==> config.mk <==
export PLATFORM = sky130hd
export DESIGN_NAME = bl_wl_config_writer
export DESIGN_NICKNAME = d
export VERILOG_FILES = /design/src/rtl/cfg_prog_pkg.sv /design/src/rtl/cfg_phase_timer.sv /design/src/rtl/bl_wl_config_writer.sv
export SDC_FILE = /design/constraint.sdc
export NUM_CORES = 1
export LEC_CHECK = 0
export ABC_AREA = 1
export BUFFER_PORTS_ARGS = -buffer_cell sky130_fd_sc_hd__buf_2
export CORE_MARGIN = 2
export CORE_UTILIZATION = 50
export DETAILED_ROUTE_END_ITERATION = 10
export HOLD_SLACK_MARGIN = 0.06
export PLACE_DENSITY = 0.74
export SLEW_MARGIN = 25
export SYNTH_ARGS = -nofsm -noshare
export SYNTH_HDL_FRONTEND = slang
export SYNTH_SLANG_ARGS = --single-unit
export TNS_END_PERCENT = 10
==> constraint.sdc <==
create_clock -name prog_clk -period 3.9 [get_ports prog_clk]
set_clock_uncertainty 0.05 [all_clocks]
set_input_delay 0.195 -clock prog_clk [delete_from_list [all_inputs] [get_ports prog_clk]]
set_output_delay 0.195 -clock prog_clk [all_outputs]
set_load 0.05 [all_outputs]
==> src/rtl/cfg_prog_pkg.sv <==
// Shared types and elaboration helpers for the bl/wl configuration writer.
// Width helpers are functions so that module headers can size ports from parameters.
package cfg_prog_pkg;

   localparam int MAX_WL = 64;

   typedef enum logic [2:0] {
      IDLE,
      LOAD,
      SETUP,
      PULSE,
      HOLD,
      DONE
   } cfg_state_e;

   function automatic int ceil_div(input int a, input int b);
      return (a + b - 1) / b;
   endfunction

   // Counter width able to hold values 0..n-1, never narrower than one bit.
   function automatic int cnt_w(input int n);
      return (n <= 1) ? 1 : $clog2(n);
   endfunction

   function automatic logic [MAX_WL-1:0] onehot(input int row, input int width);
      logic [MAX_WL-1:0] v;
      v = '0;
      if (row >= 0 && row < width && row < MAX_WL) v[row] = 1'b1;
      return v;
   endfunction

   localparam int DEF_NWORDS = ceil_div(315, 32);
   localparam int DEF_WC_W   = cnt_w(DEF_NWORDS);
   localparam int DEF_ROW_W  = cnt_w(4);

endpackage

==> src/rtl/cfg_phase_timer.sv <==
// Loadable down-counter timing the SETUP, PULSE and HOLD phases.
// Loading N-1 on phase entry makes expired rise in the N-th cycle of the phase.
module cfg_phase_timer #(
   parameter int W = 1
) (
   input  logic         prog_clk,
   input  logic         prog_rst_n,
   input  logic         load,
   input  logic [W-1:0] load_val,
   output logic         expired
);

   logic [W-1:0] cnt;

   always_ff @(posedge prog_clk or negedge prog_rst_n) begin
      if (!prog_rst_n)       cnt <= '0;
      else if (load)         cnt <= load_val;
      else if (cnt != '0)    cnt <= cnt - 1'b1;
   end

   assign expired = (cnt == '0);

endmodule

==> src/rtl/bl_wl_config_writer.sv <==
// Writer end of the tile bl/wl configuration chain: assembles one bit-line row
// from the word stream, then strobes its one-hot word line, for every row.
module bl_wl_config_writer
   import cfg_prog_pkg::*;
#(
   parameter int BL_WIDTH  = 315,
   parameter int WL_WIDTH  = 4,
   parameter int DATA_W    = 32,
   parameter int SETUP_CYC = 1,
   parameter int PULSE_CYC = 2,
   parameter int HOLD_CYC  = 1
) (
   input  logic                         prog_clk,
   input  logic                         prog_rst_n,
   input  logic                         start,
   input  logic                         abort,
   input  logic [DATA_W-1:0]            s_data,
   input  logic                         s_valid,
   output logic                         s_ready,
   output logic [BL_WIDTH-1:0]          bl_out,
   output logic [WL_WIDTH-1:0]          wl_out,
   output logic [cnt_w(WL_WIDTH)-1:0]   row_idx,
   output logic                         busy,
   output logic                         done
);

   localparam int NWORDS  = ceil_div(BL_WIDTH, DATA_W);
   localparam int WC_W    = cnt_w(NWORDS);
   localparam int RW      = cnt_w(WL_WIDTH);
   localparam int MAX_CYC = (SETUP_CYC > PULSE_CYC)
                            ? ((SETUP_CYC > HOLD_CYC) ? SETUP_CYC : HOLD_CYC)
                            : ((PULSE_CYC > HOLD_CYC) ? PULSE_CYC : HOLD_CYC);
   localparam int TW      = cnt_w(MAX_CYC);

   if (SETUP_CYC < 1 || PULSE_CYC < 1 || HOLD_CYC < 1 || BL_WIDTH < 1 ||
       WL_WIDTH < 1 || WL_WIDTH > MAX_WL || DATA_W < 1) begin : g_param_err
      $error("bl_wl_config_writer: illegal parameter set");
   end

   cfg_state_e          state, state_d;
   logic [WC_W-1:0]     word_cnt;
   logic [BL_WIDTH-1:0] bl_wr;
   logic                hs, kill, last_word, last_row;
   logic                tmr_load, tmr_exp;
   logic [TW-1:0]       tmr_val;

   assign s_ready   = (state == LOAD);
   assign hs        = s_valid && s_ready;
   assign kill      = abort && (state != IDLE);
   assign last_word = (word_cnt == WC_W'(NWORDS - 1));
   assign last_row  = (row_idx == RW'(WL_WIDTH - 1));

   cfg_phase_timer #(.W(TW)) u_timer (
      .prog_clk   (prog_clk),
      .prog_rst_n (prog_rst_n),
      .load       (tmr_load),
      .load_val   (tmr_val),
      .expired    (tmr_exp)
   );

   always_ff @(posedge prog_clk or negedge prog_rst_n) begin
      if (!prog_rst_n) state <= IDLE;
      else             state <= state_d;
   end

   always_comb begin
      state_d  = state;
      tmr_load = 1'b0;
      tmr_val  = '0;
      if (kill) begin
         state_d = IDLE;
      end else begin
         case (state)
            IDLE:  if (start && !abort) state_d = LOAD;
            LOAD:  if (hs && last_word) begin
                      state_d  = SETUP;
                      tmr_load = 1'b1;
                      tmr_val  = TW'(SETUP_CYC - 1);
                   end
            SETUP: if (tmr_exp) begin
                      state_d  = PULSE;
                      tmr_load = 1'b1;
                      tmr_val  = TW'(PULSE_CYC - 1);
                   end
            PULSE: if (tmr_exp) begin
                      state_d  = HOLD;
                      tmr_load = 1'b1;
                      tmr_val  = TW'(HOLD_CYC - 1);
                   end
            HOLD:  if (tmr_exp) state_d = last_row ? DONE : LOAD;
            DONE:  state_d = IDLE;
            default: state_d = IDLE;
         endcase
      end
   end

   // Current word lands at its slot; bits past BL_WIDTH in the last word fall away.
   always_comb begin
      bl_wr = bl_out;
      for (int i = 0; i < BL_WIDTH; i++)
         if (i / DATA_W == int'(word_cnt)) bl_wr[i] = s_data[i % DATA_W];
   end

   // Outputs follow the next state so wl_out is high exactly while in PULSE.
   always_ff @(posedge prog_clk or negedge prog_rst_n) begin
      if (!prog_rst_n) begin
         bl_out   <= '0;
         wl_out   <= '0;
         row_idx  <= '0;
         word_cnt <= '0;
         busy     <= 1'b0;
         done     <= 1'b0;
      end else begin
         done   <= (state_d == DONE);
         busy   <= (state_d inside {LOAD, SETUP, PULSE, HOLD});
         wl_out <= (state_d == PULSE) ? WL_WIDTH'(onehot(int'(row_idx), WL_WIDTH)) : '0;
         if (kill) begin
            bl_out   <= '0;
            row_idx  <= '0;
            word_cnt <= '0;
         end else begin
            case (state)
               IDLE: if (state_d == LOAD) begin
                        row_idx  <= '0;
                        word_cnt <= '0;
                     end
               LOAD: if (hs) begin
                        bl_out   <= bl_wr;
                        word_cnt <= word_cnt + 1'b1;
                     end
               HOLD: if (state_d == LOAD) begin
                        row_idx  <= row_idx + 1'b1;
                        word_cnt <= '0;
                     end
               DONE: row_idx <= '0;
               default: ;
            endcase
         end
      end
   end

endmodule

; Word level (Yosys, flattened, before mapping)
; Cells that the tools add are included.
[word_totals]
regBits = 331
latch_bits = 0
ram_bits = 0
mem_bits_ro = 0
output_inout_bits = 324
wordCells = 430
mem_count = 0
[classes]
n_addsub = 3
n_mul = 0
div_mod_pow = 0
n_lt_le_gt_ge = 2
eq_ne = 25
shift = 0
n_mux = 345
n_bitwise = 0
reduce_logical = 38
[ops]
columns = operator, n
row1 = $mux 315, 3
row2 = $mux 1, 323
row3 = $reduce_and 3->1, 12
row4 = $eq 4x4->1 const A, 6
row5 = $reduce_bool 2->1, 12
row6 = $mux 3, 7
row7 = $mux 4, 4
row8 = $pmux 3 s5, 1
row9 = $eq 3x2->1 const B, 4
row10 = $eq 3x3->1 const B, 4
row11 = $eq 3x4->1 const A, 2
row12 = $pmux 4 s2, 1
row13 = $reduce_bool 4->1, 2
row14 = $lt 2x7->1 const B, 1
row15 = $eq 3x1->1 const B, 2
row16 = $mux 2, 3
row17 = $ne 3x1->1 const B, 2
row18 = $ne 3x3->1 const B, 2
row19 = $pmux 2 s3, 1
row20 = $reduce_bool 3->1, 2
row21 = $logic_and 1x1->1, 5
row22 = $add 4x1->4 const B, 1
row23 = $eq 2x4->1 const A, 1
row24 = $eq 4x4->1 const B, 1
row25 = other kinds (10), 11

; Longest topological paths before layout
[depth]
ltp_word = 10
mapped_depth = 11
depth_no_buf = 11

; Hierarchy
; From an unflattened synthesis, not the netlist that was laid out.
[hier_totals]
cells_unflattened = 1185
area_unflattened_um2 = 12298.0
[modules_own_cells]
columns = mod, instances, cells_per_inst, area_each_um2, seq_area_each_um2
row1 = bl_wl_config_writer, 1, 1181, 12261.8, 8257.9
row2 = cfg_phase_timer, 1, 4, 36.3, 25.0

; Worst setup path after synthesis
; Ideal clock, no wire load.
[synth_path]
path_kind = flip-flop to flip-flop
from = register state[0]
to = register word_cnt[3]
arrival_time_ns = 1.616
path_slack_ns = 2.116
path_stages_with_launch = 12
cell_sequence = dfrtp_1 inv_2 nor2_4 nand2_1 inv_1 o21ai_0 nand2_1 nand4_1 nand2_2 nand2_1 nand2_1 nand2_1
[synth_via]
elab_chain_len = 9
[synth_rtl]
columns = element, line_no
row1 = "start, declared", bl_wl_config_writer.sv:40  ; cfg_state_e state, state_d;
row2 = "start signal, assigned", bl_wl_config_writer.sv:63  ; else state <= state_d;
row3 = $eq 3x1->1 (*), bl_wl_config_writer.sv:47  ; assign s_ready = (state == LOAD);
row4 = via s_ready, bl_wl_config_writer.sv:19  ; output logic s_ready,
row5 = $logic_and 1x1->1, bl_wl_config_writer.sv:48  ; assign hs = s_valid && s_ready;
row6 = $logic_and 1x1->1, bl_wl_config_writer.sv:75  ; LOAD: if (hs && last_word) begin
row7 = $mux 3, bl_wl_config_writer.sv:75
row8 = $pmux 3 s5, bl_wl_config_writer.sv:73  ; case (state)
row9 = $mux 3, bl_wl_config_writer.sv:70  ; if (kill) begin
row10 = $eq 3x1->1, "bl_wl_config_writer.sv:123, bl_wl_config_writer.sv:131"
row11 = $ne 3x1->1 (no source line), --
row12 = $reduce_and 3->1 (no source line), --
row13 = "end signal, assigned", bl_wl_config_writer.sv:129  ; word_cnt <= word_cnt + 1'b1;
row14 = "end, declared", bl_wl_config_writer.sv:41  ; logic [WC_W-1:0] word_cnt;
; Mark *: on every way through the listed nets, which the timed path passes. The rest lies on a longest branch.
; A chain may end at the register's enable or synchronous reset.

; Worst setup path after layout
[layout_path]
from = register state[0]
to = register bl_out[2]
[layout_via]
elab_chain_len = 4
[layout_rtl]
columns = element, line_no
row1 = $eq 3x1->1 / $reduce_bool 3->1 (equally long branches), "bl_wl_config_writer.sv:47, bl_wl_config_writer.sv:122, bl_wl_config_writer.sv:49"
row2 = "$logic_and 1x1->1, on equally long branches", "bl_wl_config_writer.sv:48, bl_wl_config_writer.sv:49"
row3 = $reduce_bool 2->1 (no source line), --
row4 = $reduce_and 3->1 (no source line), --
row5 = "end signal, assigned", bl_wl_config_writer.sv:128  ; bl_out <= bl_wr;
row6 = "end, declared", bl_wl_config_writer.sv:20  ; output logic [BL_WIDTH-1:0] bl_out,
; Parallel ways exist; a longest one is shown, timed or not.

==> parameters.txt <==
Parameter                              Value

Timing
  Highest attainable clock frequency ... 377 MHz
  Hold_ws ... about 98 ps
  Headroom to the max-slew limit ... 0.399
  Number of endpoints failing setup at the final stage ... 0
  Final Critical Period ... between 2000 and 3000 ps
  Final worst-path cycle share ... 0.680
  Worst slew pin tran ... between 900 and 1000 ps
  Unrepaired setup endpoints after global routing ... no
  Final Hold Violating Endpoints ... 0
  Fin Setup TNS ... 0 ps
  Total count of max-transition violations in the final report ... 0

Layout
  Footprint of the flip-flops and latches ... 0.00828 sq mm
  Ratio of cells with drive above 1 in the final layout ... 0.299
  Number of nets in the final layout ... about 1600
  Filler cell count in the final layout ... 2007
  Total area of multi-input combinational cells ... around 0.0036 sq mm
  Post-route insts no fill ... between 1500 and 2000
  Antenna cells ... 0
  Summed area of non-filler cells in the final layout ... 0.0155 sq mm
  Area growth from synthesis to layout ... 24.2%

Yosys
  Post-synth top flop ... dfrtp_1
  EDFF count, synth ... 0
  Most area-hungry cell type in the Yosys netlist ... dfrtp_1
  Flop and latch count out of synthesis ... 331
  Synth area leaders ... dfrtp_1 66%, nand2_1 11%, o21ai_1 6.7%
  Number of different library cells in the post-synthesis netlist ... 24
  Syn_area_per_cell ... ~11 sq um
  Post-synthesis net count ... ~1200
  Area share of the largest cell type after synthesis ... 0.663
  Gate Count Post-Synth ... between 1000 and 1500
  Dominant cell by count in the synthesized netlist ... nand2_1
  Sequential share of the synthesized area ... 0.663
  Post-synth top cells ... 362 x nand2_1, 331 x dfrtp_1, 166 x o21ai_1
  Fraction of synthesis flops using an asynchronous set or reset pin ... 1.00
  Cell area after technology mapping ... between 0.01 and 0.015 sq mm
  Syn. warnings ... 0

Floorplanning
  Die Outline Area ... ~0.026 sq mm
  Horizontal extent of the die ... ~160 um
  Number of placement rows ... between 50 and 60
  Core Area ... about 0.024 sq mm
  Number of top-level pins ... between 300 and 400
  Die Ht ... 162 um
  Initial cell density of the core ... 0.512

Drt
  Final Routed Wirelength ... between 30 and 40 mm
  Average via count per standard cell ... between 5 and 6
  Drt first pass iters ... 5
  Detailed-route via count ... approximately 9900
  Drt initial violations ... about 1000
  DRC errors left ... 0
  Antenna violation net count after detailed routing ... 0
  Detail-routed net length per standard cell ... between 15 and 20 um

Critical path
  Most common cell on crit path ... nand2_1
  Longest individual stage delay on the worst path ... around 550 ps
  Critical setup path kind ... flop to flop
  Worst r2r src ... state[0]
  Kind of launch point of the worst setup path ... flop
  Top delay family on crit path ... simple AND/OR/NAND/NOR gates
  Required time at the worst-slack endpoint ... around 4300 ps
  FF-to-FF path depth ... 8
  Number of buffer and inverter instances along the worst setup path ... 2
  Nature of the critical path endpoint ... flop
  R2r endpoint ... bl_out[2]
  Max Fanout on Critical Path ... 40
  Crit path arrival time ... just over 3000 ps
  Critical Path, Cell by Cell ... nor2_2 -> nand2_1 -> nand2_2 -> inv_4 -> a31oi_4 -> buf_4 -> nand2_1 -> o21ai_1
  Master of the slowest instance on the critical path ... a31oi_4
  Register-to-register setup slack ... approximately 1200 ps

Place
  Placed Instances ... 1819
  Detailed placer's ending HPWL ... roughly 24 mm
  Number of input and output port buffers inserted ... 360
  Placed cell areas ... around 0.014 sq mm
  Placer Congestion ... 0.862

Min path
  Path category of the worst min-delay check ... input pin to flop
  Cells on Worst Hold Path ... 3
  Worst hold path startpoint ... s_data[11]
  Destination of the worst hold path ... bl_out[267]

CTS
  Clock latency at the later pin of the worst-skew pair ... 490 ps
  Root buffer cell ... clkbuf_16
  CTS tree ... yes
  Total number of clock tree sinks ... ~330
  Post-CTS setup buffers ... 0
  Number of buffers inserted during clock tree synthesis ... 34
  Post-CTS clock slew at the launch and capture registers of the worst setup and hold paths ... roughly 60 ps
  Maximum buffer depth of the clock tree ... 3
  Number of H-tree branching levels ... 2

Global routing
  Tot GR Track Use ... 0.266
  Met2 GRT Util ... 0.438
  Layer with the highest usage after global routing ... met2
  Via count of the first global-routing pass ... between 9000 and 10000
  Met3 usage in global routing ... 0.0608
  Antenna violations before repair ... 0
  First-pass GRT wire length ... between 50 and 60 mm
  Maximum number of pins on one net before global-route repair ... approximately 120
  Total gr overflow ... 0
  Met1 layer usage reported by global route ... 0.357

Run status
  Run status ... complete, no violations

Run
  Number of max-cap violations ... 0
timing repair:
| item | 4_1_cts | 5_1_grt |
|---|---|---|
| hold buffers | 3 | 0 |
| endpoints found under the hold margin | 116 | 0 |
| gates resized for setup | 0 | 0 |
flip-flops by register name, indices dropped and copies added, names as in the netlist:
register     cells
wl_out           4
busy             1
row_idx          2
word_cnt         4
bl_out         315
state            3
u_timer.cnt      1
done             1
cell usage in the layout (no fill, tap or decap), drive strengths merged:
master       synthesis  final
nand3               11     11
clkbuf               7     47
dlygate4sd3          0      3
bufinv               0      3
nand4                4      4
o21ai              320    320
ha                   8      8
nor3                 1      1
a21oi                2      2
nand2              383    383
dfrtp              331    331
clkinv               1      9
nor2                23     23
clkinvlp             0      1
o21a                 1      1
a31oi                7      7
inv                 28     27
buf                 56    375
worst max-delay path by stage:
stage                             end      from  slack (ps)  cells after the start
final                       bl_out[2]  state[0]        1250                      8
after global routing        bl_out[4]  state[0]         970                      8
after CTS                   bl_out[2]  state[0]        1210                      8
after detailed placement   bl_out[13]  state[0]        1280                      7
after global placement     bl_out[18]  state[0]        1350                      7
after floorplan           word_cnt[3]  state[0]        2120                     11
layout make-up:
cell class | instances | share of cell area
clock buffers | 47 | 0.0626
multi-input cells | 760 | 0.231
flip-flops and latches | 331 | 0.534
repair buffers | 378 | 0.130
inverters | 29 | 0.00766
clock inverters | 11 | 0.00879
well taps | 324 | 0.0261
layer usage:
layer | wire length (um) | up-vias
li1 | - | 4606
met1 | 14700 | 4783
met2 | 16500 | 420
met3 | 2710 | 80
met4 | 1060 | 0
met5 | 0 | -
stage by stage:
| step | util | setup slack [ps] |
|---|---|---|
| floorplan | - | 2120 |
| CTS | 0.636 | 1210 |
| finish | 0.636 | 1250 |
| detailed placement | 0.589 | 1280 |
| global placement | 0.589 | 1350 |
| global route | 0.636 | 965 |
tightest hold or removal path, delay by kind of cell:
family / cells / cell delay [ps]
compound gates: 1 / 100
simple gates: 1 / 200
buf+inv: 1 / 100
kinds of logic after synthesis:
kind of cell,share of synthesized area
simple gates,0.137
compound gates,0.142
flops,0.663
fa+ha+maj,0.00802
buf+inv,0.0500
Power is not shown: default switching activity piles up to over one toggle a cycle in this logic, so the estimate is an artifact.
